### src/rtl/pts_pkg.sv
// Shared types and constants for the USB parallel-to-serial transmit shifter.
package pts_pkg;

  typedef enum logic [1:0] {
    StIdle,
    StShift,
    StStuff
  } pts_state_e;

  localparam int unsigned USB_STUFF_RUN = 6;

endpackage

### src/rtl/flex_counter.sv
// Bit counter for the transmit shifter: counts 0..rollover-1 and wraps, with sync clear.
module flex_counter #(
  parameter int unsigned Width = 4
) (
  input  logic             clk_i,
  input  logic             rst_ni,
  input  logic             clear_i,
  input  logic             en_i,
  input  logic [Width-1:0] rollover_i,
  output logic [Width-1:0] count_o
);

  logic [Width-1:0] count_q, count_d;

  always_comb begin
    count_d = count_q;
    if (clear_i) begin
      count_d = '0;
    end else if (en_i) begin
      count_d = (count_q == rollover_i - 1'b1) ? '0 : count_q + 1'b1;
    end
  end

  always_ff @(posedge clk_i or negedge rst_ni) begin
    if (!rst_ni) begin
      count_q <= '0;
    end else begin
      count_q <= count_d;
    end
  end

  assign count_o = count_q;

endmodule

### src/rtl/flex_pts_stuff_sr.sv
// USB TX parallel-to-serial shifter with one-word holding buffer, bit stuffing and NRZI.
module flex_pts_stuff_sr
  import pts_pkg::*;
#(
  parameter int unsigned NUM_BITS   = 8,
  parameter bit          SHIFT_MSB  = 1'b0,
  parameter int unsigned STUFF_RUN  = USB_STUFF_RUN,
  parameter bit          IDLE_LEVEL = 1'b1
) (
  input  logic                clk,
  input  logic                n_rst,
  input  logic                clear,
  input  logic                bit_strobe,
  input  logic                data_valid,
  input  logic [NUM_BITS-1:0] data_in,
  output logic                data_ready,
  output logic                serial_out,
  output logic                nrzi_out,
  output logic                stuff_bit,
  output logic                word_done,
  output logic                busy
);

  localparam int unsigned BitW  = $clog2(NUM_BITS + 1);
  localparam int unsigned OnesW = $clog2(STUFF_RUN + 1);

  pts_state_e          state_q, state_d;
  logic [NUM_BITS-1:0] sr_q, sr_d, hold_q, hold_d;
  logic                sr_full_q, sr_full_d, hold_full_q, hold_full_d;
  logic [OnesW-1:0]    ones_q, ones_d;
  logic                serial_q, serial_d, nrzi_q, nrzi_d;
  logic                stuff_q, stuff_d, done_q, done_d;

  logic [BitW-1:0] bit_cnt;
  logic            load, cnt_en, raw_bit, last_bit, stuff_due;

  assign raw_bit   = SHIFT_MSB ? sr_q[NUM_BITS-1] : sr_q[0];
  assign last_bit  = (bit_cnt == BitW'(NUM_BITS - 1));
  assign stuff_due = raw_bit && (ones_q == OnesW'(STUFF_RUN - 1));

  always_comb begin
    state_d     = state_q;
    sr_d        = sr_q;
    sr_full_d   = sr_full_q;
    hold_d      = hold_q;
    hold_full_d = hold_full_q;
    ones_d      = ones_q;
    serial_d    = serial_q;
    nrzi_d      = nrzi_q;
    stuff_d     = stuff_q;
    done_d      = 1'b0;
    load        = 1'b0;
    cnt_en      = 1'b0;

    if (!bit_strobe) begin
      if (!sr_full_q && hold_full_q) begin
        load      = 1'b1;
        sr_d      = hold_q;
        sr_full_d = 1'b1;
        if (state_q == StIdle) state_d = StShift;
      end
    end else begin
      unique case (state_q)
        StIdle: begin
          serial_d = IDLE_LEVEL;
          stuff_d  = 1'b0;
          ones_d   = '0;
        end
        StShift: begin
          serial_d = raw_bit;
          stuff_d  = 1'b0;
          nrzi_d   = raw_bit ? nrzi_q : ~nrzi_q;
          sr_d     = SHIFT_MSB ? (sr_q << 1) : (sr_q >> 1);
          ones_d   = raw_bit ? ones_q + 1'b1 : '0;
          cnt_en   = 1'b1;
          if (last_bit) begin
            done_d = 1'b1;
            if (hold_full_q) begin
              load = 1'b1;
              sr_d = hold_q;
            end else begin
              sr_full_d = 1'b0;
            end
          end
          // A stuff owed after the final bit still goes out, even with nothing to reload.
          if (stuff_due) begin
            state_d = StStuff;
          end else if (last_bit && !hold_full_q) begin
            state_d = StIdle;
          end
        end
        StStuff: begin
          serial_d = 1'b0;
          stuff_d  = 1'b1;
          nrzi_d   = ~nrzi_q;
          ones_d   = '0;
          state_d  = sr_full_q ? StShift : StIdle;
        end
        default: state_d = StIdle;
      endcase
    end

    if (load) hold_full_d = 1'b0;
    if (data_valid && !hold_full_q) begin
      hold_d      = data_in;
      hold_full_d = 1'b1;
    end

    if (clear) begin
      state_d     = StIdle;
      sr_d        = '0;
      sr_full_d   = 1'b0;
      hold_d      = '0;
      hold_full_d = 1'b0;
      ones_d      = '0;
      serial_d    = IDLE_LEVEL;
      nrzi_d      = 1'b1;
      stuff_d     = 1'b0;
      done_d      = 1'b0;
      load        = 1'b0;
      cnt_en      = 1'b0;
    end
  end

  always_ff @(posedge clk or negedge n_rst) begin
    if (!n_rst) begin
      state_q     <= StIdle;
      sr_q        <= '0;
      sr_full_q   <= 1'b0;
      hold_q      <= '0;
      hold_full_q <= 1'b0;
      ones_q      <= '0;
      serial_q    <= IDLE_LEVEL;
      nrzi_q      <= 1'b1;
      stuff_q     <= 1'b0;
      done_q      <= 1'b0;
    end else begin
      state_q     <= state_d;
      sr_q        <= sr_d;
      sr_full_q   <= sr_full_d;
      hold_q      <= hold_d;
      hold_full_q <= hold_full_d;
      ones_q      <= ones_d;
      serial_q    <= serial_d;
      nrzi_q      <= nrzi_d;
      stuff_q     <= stuff_d;
      done_q      <= done_d;
    end
  end

  flex_counter #(
    .Width (BitW)
  ) u_bit_cnt (
    .clk_i      (clk),
    .rst_ni     (n_rst),
    .clear_i    (clear | load),
    .en_i       (cnt_en),
    .rollover_i (BitW'(NUM_BITS)),
    .count_o    (bit_cnt)
  );

  assign data_ready = ~hold_full_q;
  assign serial_out = serial_q;
  assign nrzi_out   = nrzi_q;
  assign stuff_bit  = stuff_q;
  assign word_done  = done_q;
  assign busy       = sr_full_q | (state_q == StStuff);

endmodule

### config.mk
export PLATFORM = sky130hd
export DESIGN_NAME = flex_pts_stuff_sr
export DESIGN_NICKNAME = d
export VERILOG_FILES = /design/src/rtl/pts_pkg.sv /design/src/rtl/flex_counter.sv /design/src/rtl/flex_pts_stuff_sr.sv
export SDC_FILE = /design/constraint.sdc
export NUM_CORES = 1
export LEC_CHECK = 0
export ABC_AREA = 0
export CAP_MARGIN = 25
export CORE_UTILIZATION = 30
export DETAILED_ROUTE_END_ITERATION = 8
export GPL_ROUTABILITY_DRIVEN = 0
export SLEW_MARGIN = 20
export SYNTH_ARGS = -nofsm -noshare
export SYNTH_HDL_FRONTEND = slang
export SYNTH_HIERARCHICAL = 1
export SYNTH_SLANG_ARGS = --single-unit
### constraint.sdc
create_clock -name clk -period 3.82 [get_ports clk]
set_clock_uncertainty 0.05 [all_clocks]
set_input_delay 0.764 -clock clk [delete_from_list [all_inputs] [get_ports clk]]
set_output_delay 0.764 -clock clk [all_outputs]
set_load 0.1 [all_outputs]
==> qor.txt <==
Cell taking the most area after synthesis -> dfrtp_1
Fin Setup TNS -> 0 ns
Filler cells -> 540
Tcrit/Tclk final -> 80.6%
Clock latency on the worst-skew pair -> 0.28 ns
Met3 WL -> 61 um
CTS Buf Count -> 5
Global Route Usage Sum -> 12.5%
Number of buffers and inverters on the critical path -> 2
Clk buf depth -> 2
Via count of the first global-routing pass -> 1262
# diodes -> 0
Postcts setup bufs -> 0
Synthesized-area fraction occupied by adder cells -> 5.19%
Post-synthesis sequential element count -> 31
R2R Path End -> u_bit_cnt/count_o[3]
Synth Flop Type -> dfrtp_1
Endpoint type of the worst setup path -> output pin
Routed WL -> 3.31 mm
Chip Height -> 77.0 um
Max Slew Vio Count -> 0
DRT Pass-1 Iters -> 5
Final setup viols -> 0
DR top layer -> met4
IO Port Bufs -> 18
Largest net degree at the start of global routing -> 32
Fmax -> 325 MHz
Main combinational cell family by area after synthesis -> compound AO/OA/AOI/OAI gates
M1 WL -> 1.71 mm
Routed len/inst -> 12.5 um
Worst vdd ir -> 197 uV
CTS tree -> done
R2r worst-path depth -> 7
Status -> finished clean
Total die area -> 5930 sq um
Routed wl met2 -> 1.51 mm
Hold path depth -> 1
Std-Cell Rows -> 26
Area of the mapped netlist -> 1690 sq um
Root Buffer Master -> clkbuf_8
Iteration-0 DRC count of the detailed router -> 49
Multiplexer share of the synthesized area -> 5.63%
Max Cap Viol -> 0
Crit Path Class -> reg -> out
Mean post-synth cell area -> 9.99 sq um
Dpl hpwl -> 2.34 mm
Vias per cell -> 4.69
Count leader, synth -> dfrtp_1
Async set or reset register ratio after synthesis -> 100%
EDFF count, synth -> 0
CP arrival -> 2.27 ns
Final Hold Viols -> 0
Crit path largest cell delay -> 0.97 ns
Final #Nets -> 215
Core area -> 5270 sq um
Synth cell types -> 45
CP max-delay cell -> clkdlybuf4s50_1
Crit path required time -> 3.01 ns
Synth Area in Compound Gates -> 17.3%
Slew @ Worst Pin -> 0.965 ns
Congestion Overflow GR -> 0
Post-CTS Hold Fix Bufs -> 0
RSZ-0062 raised after global routing -> no
HP Start -> sr_q[7]
Register area share after synthesis -> 46.1%
Hold endpoint -> sr_q[7]
Chip width -> 77.0 um
DRC Markers -> 0
HP Class -> reg -> reg
Area fraction in and, or, nand and nor cells after synthesis -> 17.0%
YS warnings -> 6
Top delay family on crit path -> buffers and inverters
Leakage -> 0.875 nW
R2r startpoint -> state_q[1]
Final min period -> 3.08 ns
Post-DRT Antenna Nets -> 0
CTS H-tree lvls -> 2
Layout cells sized above 1 -> 10.7%
Clk sinks -> 31
Layout area overhead -> 23.0%
First-pass GRT wire length -> 5.89 mm
Clock-pin slew on the worst setup and hold paths -> 0.06 ns
Initial core utilization -> 32.1%
Slew margin rel. -> 35.5%
Cell count after synthesis -> 169
I/O pins -> 19
Via count -> 1248
Initial antenna violation count -> 0
Layout Utilization -> 39.4%
Startpoint types -> flip-flop
Top cells by area, synth -> dfrtp_1, nand2_1, ha_1, mux2i_1, a21oi_1
Cell area power density -> 392 nW/um^2
Xor/xnor cell area share of the yosys netlist -> 4.67%
Synth top area share -> 43.0%
Crit-path cells -> inv_1 -> ha_1 -> or2_2 -> clkdlybuf4s50_1
Most frequent cells after synthesis -> dfrtp_1, nand2_1, a21oi_1, mux2i_1, o2bb2ai_1
Resized Gates After CTS -> 0
Reg2reg setup slack -> 1.78 ns
CP Max Fanout -> 5
[worst max path at each step]
stage,start,to,slack [ns],cells past startpoint
floorplan,state_q[0],busy,1.84,3
global placement,bit_strobe,u_bit_cnt/count_o[3],0.98,6
detailed placement,bit_strobe,u_bit_cnt/count_o[3],0.88,6
CTS,state_q[0],busy,0.73,4
global route,state_q[0],busy,0.64,4
finish,state_q[0],busy,0.74,4
[state kept, by name, indices dropped and copies added, names as in the netlist]
signal,cells
sr_q,8
ones_q,3
serial_out,1
state_q,2
hold_q,8
hold_full_q,1
stuff_bit,1
word_done,1
u_bit_cnt/count_o,4
nrzi_out,1
sr_full_q,1
[logic make-up (layout without fill, tap and decap cells)]
group,count (synthesis),in the layout
simple gates,56,56
compound gates,41,41
flops,31,31
buf+inv,14,35
xor+xnor,9,9
mux,9,9
fa+ha+maj,7,7
other cells,2,8
[stage by stage]
stage	hold slack [ns]	cell area [sq um]	std cells	total power, mW	worst slack [ns]
after global routing	0.459	2080	266	0.859	0.643
final	0.442	2080	266	0.814	0.741
after CTS	0.444	2080	266	0.827	0.734
after detailed placement	0.425	1960	258	0.488	0.880
after global placement	0.423	1960	258	0.487	0.983
after floorplan	0.405	1710	175	0.448	1.84
[worst reg2reg max path: stages, from the launching register on]
cell and delay, ns:
dfrtp_1 0.40, inv_1 0.09, ha_1 0.22, nand2_1 0.15
nor2_1 0.49, nand4_1 0.18, xor2_1 0.17, a211oi_1 0.20
[power by group]
group          internal, mW  switching [mW]  total, mW
combinational        0.0474          0.0824      0.130
clock                 0.211           0.121      0.332
sequential            0.342         0.00996      0.352
[cell usage in the layout, fill, tap and decap left out, types with 2 or more instances in the layout]
cell type / instances
a211oi_1: 3
a21oi_1: 14
buf_4: 2
clkbuf_8: 6
clkdlybuf4s50_1: 18
conb_1: 8
dfrtp_1: 29
dfstp_2: 2
ha_1: 7
inv_1: 6
mux2i_1: 8
nand2_1: 24
nand2b_1: 6
nor2_1: 7
nor2b_1: 3
nor3_1: 2
o21ai_0: 4
o21ai_1: 2
o2bb2ai_1: 8
o31ai_1: 2
or2_2: 3
xnor2_1: 6
xor2_1: 3
[routing by layer]
layer,vias up,track usage (%)
li1,630,-
met2,16,19.6
met5,-,0
met3,4,2.98
met4,0,5.09
met1,598,16.4
[cell type report]
cell class | instances | area [sq um] | area share [%]
Clock buffer | 6 | 82.6 | 3.98
Clock inverter | 2 | 35.0 | 1.69
Inverter | 7 | 26.3 | 1.27
Multi-Input combinational cell | 130 | 872 | 42.0
Sequential cell | 31 | 778 | 37.5
Tap cell | 70 | 87.6 | 4.22
Timing Repair Buffer | 20 | 195 | 9.40
No activity file was read; power rests on OpenSTA's default activity.
